**src/rtl/regfile.sv**
```systemverilog
// regfile -- 32 x 32-bit register file with a per-register scoreboard.
//
// Two asynchronous read ports (rs/rt), one write-back port, and a busy
// bit per register tracking issued-but-not-yet-written-back destinations.
// Register 0 reads as zero and its busy bit is always clear.
//
// Ports:
//   clk            rising-edge clock for all state
//   rstn           asynchronous active-low reset (clears data and busy)
//   stall          freezes all state updates (writes and scoreboard)
//   reg_write_en   write-back strobe
//   reg_write_addr write-back destination register
//   reg_write_data write-back data
//   rs_addr/rt_addr read port addresses
//   rs_data/rt_data read port data (combinational)
//   issue_valid    instruction with a register destination issuing now
//   issue_dst      destination of the issuing instruction
//   rs_busy/rt_busy outstanding-write flag for rs_addr/rt_addr
//
// Configuration:
//   REGFILE_BYPASS_EN  when defined, a same-cycle committing write is
//                      forwarded to the read ports and hides the busy flag
//                      of the register being written (unless it is being
//                      re-issued in the same cycle).
module regfile (
  input  logic        clk,
  input  logic        rstn,
  input  logic        stall,
  input  logic        reg_write_en,
  input  logic [4:0]  reg_write_addr,
  input  logic [31:0] reg_write_data,
  input  logic [4:0]  rs_addr,
  input  logic [4:0]  rt_addr,
  output logic [31:0] rs_data,
  output logic [31:0] rt_data,
  input  logic        issue_valid,
  input  logic [4:0]  issue_dst,
  output logic        rs_busy,
  output logic        rt_busy
);

  logic [31:0] regs [32];
  logic [31:0] busy;
  logic [31:0] busy_next;
  logic        wr_fire;
  logic        iss_fire;

  assign wr_fire  = reg_write_en && (reg_write_addr != '0) && !stall;
  assign iss_fire = issue_valid  && (issue_dst      != '0) && !stall;

  // Data storage; entry 0 is never written so it stays zero.
  always_ff @(posedge clk or negedge rstn) begin
    if (!rstn) begin
      regs <= '{default: '0};
    end else if (wr_fire) begin
      regs[reg_write_addr] <= reg_write_data;
    end
  end

  // Scoreboard: clear is applied first so a same-register set wins.
  always_comb begin
    busy_next = busy;
    if (wr_fire)  busy_next[reg_write_addr] = 1'b0;
    if (iss_fire) busy_next[issue_dst]      = 1'b1;
    busy_next[0] = 1'b0;
  end

  always_ff @(posedge clk or negedge rstn) begin
    if (!rstn) begin
      busy <= '0;
    end else begin
      busy <= busy_next;
    end
  end

`ifdef REGFILE_BYPASS_EN
  logic byp_rs;
  logic byp_rt;

  // rstn gate keeps the forwarded value from leaking out during reset.
  assign byp_rs = rstn && wr_fire && (rs_addr == reg_write_addr);
  assign byp_rt = rstn && wr_fire && (rt_addr == reg_write_addr);

  always_comb begin
    rs_data = (rs_addr == '0) ? '0 : regs[rs_addr];
    rt_data = (rt_addr == '0) ? '0 : regs[rt_addr];
    rs_busy = busy[rs_addr];
    rt_busy = busy[rt_addr];
    if (byp_rs) begin
      rs_data = reg_write_data;
      rs_busy = iss_fire && (issue_dst == rs_addr);
    end
    if (byp_rt) begin
      rt_data = reg_write_data;
      rt_busy = iss_fire && (issue_dst == rt_addr);
    end
  end
`else
  always_comb begin
    rs_data = (rs_addr == '0) ? '0 : regs[rs_addr];
    rt_data = (rt_addr == '0) ? '0 : regs[rt_addr];
    rs_busy = busy[rs_addr];
    rt_busy = busy[rt_addr];
  end
`endif

endmodule

```
**config.mk**
```make
export PLATFORM = sky130hd
export DESIGN_NAME = regfile
export DESIGN_NICKNAME = d
export VERILOG_FILES = /design/src/rtl/regfile.sv
export SDC_FILE = /design/constraint.sdc
export NUM_CORES = 2
export LEC_CHECK = 0
export BUFFER_PORTS_ARGS = -buffer_cell sky130_fd_sc_hd__buf_2
export CAP_MARGIN = 15
export CORE_MARGIN = 4
export CORE_UTILIZATION = 60
export DETAILED_ROUTE_END_ITERATION = 8
export GPL_ROUTABILITY_DRIVEN = 0
export PLACE_DENSITY = 0.77
export SLEW_MARGIN = 20
export SYNTH_ARGS = -nofsm -noshare
export SYNTH_HDL_FRONTEND = slang
export SYNTH_SLANG_ARGS = --single-unit
```
**constraint.sdc**
```tcl
create_clock -name clk -period 3.4 [get_ports clk]
set_clock_uncertainty 0.15 [all_clocks]
set_input_delay 0.17 -clock clk [delete_from_list [all_inputs] [get_ports clk]]
set_output_delay 0.17 -clock clk [all_outputs]
set_load 0.01 [all_outputs]
```
==> tab_implementation.tex <==
\begin{tabular}{lr}
\hline
Metric & Value \\
\hline
\multicolumn{2}{l}{\textbf{Cells and area}} \\
Most frequent cells in the layout & 1,055 x sky130\_fd\_sc\_hd\_\_dfrtp\_1, 1,050 x sky130\_fd\_sc\_hd\_\_mux2\_2, 466 x sky130\_fd\_sc\_hd\_\_mux4\_2 \\
Area of the multi-input gates & 27,920 sq um \\
Storage element area & 26,400 sq um \\
Design Area, Final & 63,130 sq um \\
Fill cell instance count of the final layout & 6,205 \\
Share of final-layout standard cells stronger than drive strength 1 & 52.82\% \\
Post-layout net count & 3,871 \\
Most frequent standard cell in the layout excluding fill and tap cells & sky130\_fd\_sc\_hd\_\_dfrtp\_1 \\
Layout Area Growth over Synthesis & 12.43\% \\
\multicolumn{2}{l}{\textbf{Die}} \\
Area of the die & 98,540 sq um \\
Number of top-level pins & 123 \\
Core box area & 92,220 sq um \\
Floorplan row count & 111 \\
Chip width & 313.9 microns \\
Starting density of the core & 60.89\% \\
Height of the die & 313.9 microns \\
\multicolumn{2}{l}{\textbf{Clocking}} \\
Post-CTS setup buffer count & 0 \\
CTS tree & done \\
\# H-tree levels & 3 \\
CTS root buffer & sky130\_fd\_sc\_hd\_\_clkbuf\_16 \\
TritonCTS Sinks & 1,055 \\
CTS buffer count & 111 \\
Maximum root-to-sink buffer count & 3 \\
Clk Latency, worst-skew pair & 690 ps \\
Clock transition at the registers of the reported paths & 60 ps \\
\multicolumn{2}{l}{\textbf{Route}} \\
Vias & 37,390 \\
Detailed router's first-iteration violation count & 4,497 \\
Routed wirelength normalized by instance count & 33.83 microns \\
Antenna Violating Nets Remaining & 0 \\
Post-detailed-route DRC marker count & 0 \\
Number of iterations in the first detailed-routing pass & 6 \\
Total wirelength of the detailed-routed design & 174,300 microns \\
DR vias/cell & 7.259 \\
\multicolumn{2}{l}{\textbf{Global routing}} \\
Tot GR Track Use & 35.82\% \\
Sum of overflow across all layers after global routing & 0 \\
Number of antenna violations at the first check in global routing & 9 \\
Global-route wire length before repair & 260,400 microns \\
Pin count of the biggest net entering global routing & 104 \\
Number of global-route vias before repair & 38,870 \\
\multicolumn{2}{l}{\textbf{Timing}} \\
Final hold violation count & 0 \\
Slew at the pin with the worst max-slew slack & 960.0 ps \\
RSZ-0062 raised after global routing & false \\
Maximum achievable frequency & 328.7 MHz \\
Minimum period implied by the final worst setup slack & 3042 ps \\
Count of final setup violators & 0 \\
Worst slew margin relative to its limit & 35.57\% \\
Max-slew violation count & 0 \\
Final period utilization & 89.47\% \\
Setup tns final & 0 ps \\
\multicolumn{2}{l}{\textbf{Setup path}} \\
Cell Chain, Critical Path & mux4\_2 > mux2\_2 > o21ai\_0 > a311oi\_1 > buf\_2 \\
Cell at the slowest stage of the critical path & sky130\_fd\_sc\_hd\_\_a311oi\_1 \\
Kind of critical path & reg2out \\
Reg-to-reg endpoint & busy[27] \\
Origin of the worst setup path & regs[624] \\
Largest stage delay, worst path & 780 ps \\
Worst Path Max Fanout & 3 \\
Worst setup path endpoint & rt\_data[16] \\
Worst path required time & 3080 ps \\
RR Startpoint & busy[27] \\
Arrival time at the worst endpoint & 2720 ps \\
Reg2Reg Setup Slack & 2030 ps \\
Nature of the critical path endpoint & primary output \\
Logic depth of the worst register-to-register path & 3 \\
Startpoint type of the worst setup path & flip-flop \\
\multicolumn{2}{l}{\textbf{Placed design}} \\
DP Area & 58,830 sq um \\
\# port buffers & 122 \\
Dpl hpwl & 105,000 microns \\
\multicolumn{2}{l}{\textbf{Logic synthesis}} \\
Number of enable flip-flop cells after synthesis & 0 \\
Share of synthesized registers carrying an async set or reset & 100.0\% \\
Sequential element share of the synthesized area & 47.02\% \\
Count of distinct cell types in the synthesized netlist & 39 \\
Synthesized instance count & 3,773 \\
Mean area per synthesized cell & 14.88 sq um \\
Post-Syn Nets & 3,830 \\
Primary FF master, synth & sky130\_fd\_sc\_hd\_\_dfrtp\_1 \\
Netlist Area Pre-Place & 56,150 sq um \\
Count of state elements after synthesis & 1,055 \\
Yosys warning total & 0 \\
\multicolumn{2}{l}{\textbf{Hold path}} \\
Hold-critical path depth & 3 \\
Hold WC Path Type & in2reg \\
\multicolumn{2}{l}{\textbf{Status}} \\
Run status & finished, final reports clean \\
\multicolumn{2}{l}{\textbf{Run}} \\
Maximum capacitance violations & 0 \\
\multicolumn{2}{l}{\textbf{Pwr}} \\
Pwr/cell area & 536.2 nW/um\^{}2 \\
Leakage & 28.19 nW \\
Worst supply voltage drop on vdd & 0.0004059 V \\
\hline
\end{tabular}
## repair_timing
action,in CTS,in global routing
resized for setup,0,0
endpoints found under the hold margin,1772,0
hold buffers,50,0
## metrics by stage
| stage | setup slack [ps] | instances | power (mW) | hold slack, ps | utilization [%] |
|---|---|---|---|---|---|
| after detailed placement | 467.7 | 4894 | 21.28 | 70.97 | 63.79 |
| after global placement | 445.0 | 4893 | 21.01 | 72.65 | 63.76 |
| final | 358.1 | 5151 | 33.85 | 39.88 | 68.45 |
| after CTS | 299.7 | 5149 | 33.83 | 0.08316 | 68.45 |
| after global routing | 191.4 | 5149 | 35.02 | 34.41 | 68.45 |
| after floorplan | 1327 | 3773 | 19.31 | -275.6 | - |
## cells in the mapped netlist (all sizes together) (19+ instances only)
cell type	count	area (sq um)
a211oi	64	480.5
a221oi	46	402.9
a22oi	64	480.5
a311oi	64	560.5
buf	210	1119
clkbuf	232	870.8
dfrtp	1055	26400
inv	19	71.32
mux2	1058	11910
mux2i	130	1301
mux4	466	10500
nand2	60	225.2
nor2	22	105.1
nor2b	73	456.7
o21ai	122	610.6
## worst max-delay path: cells and delay by family (launching register included)
kind	cells	cell delay (ps)
AO/OA/AOI/OAI	2	930
multiplexers	2	420
flip-flops	1	380
buffers and inverters	1	280
## power by group
part | total (mW) | switching, mW | internal [mW]
clock | 12.6 | 5.18 | 7.40
combinational | 5.81 | 2.52 | 3.28
sequential | 15.5 | 1.25 | 14.2
## logic make-up after synthesis
group,Yosys count,share of synthesized area [%]
buffers and inverters,461,3.670
AO/OA/AOI/OAI,399,5.110
flip-flops,1055,47.02
AND/OR/NAND/NOR,204,1.974
multiplexers,1654,42.23
## metal layers
metal	track usage, %	wire (microns)	vias up
met4	17.96	10760	12
met2	55.57	81400	2188
met3	8.353	16520	646
met5	0	86	-
li1	-	-	14720
met1	48.10	65520	19830
## registers in the layout, summed over array words and instances, names as in the netlist
signal	cells
regs	1024
busy	31
## how the worst min path moves through the flow
| stage | slack, ps | to | start |
|---|---|---|---|
| final | 40 | busy[17] | reg_write_addr[2] |
| after detailed placement | 70 | regs[926] | rstn |
| after global placement | 70 | regs[926] | rstn |
| after global routing | 30 | busy[17] | reg_write_addr[2] |
| after CTS | 0.08 | busy[17] | reg_write_addr[2] |
| after floorplan | -280 | busy[10] | rstn |
## layout make-up
class                      count  area share (%)
clock inverter                41          0.8047
tap                         1243           2.464
timing repair buffer         370           5.383
sequential                  1055           41.82
antenna                        2        0.007928
clock buffer                 164           5.179
inverter                      19          0.1209
multi-input combinational   2257           44.22
No activity file was read; power rests on OpenSTA's default activity.
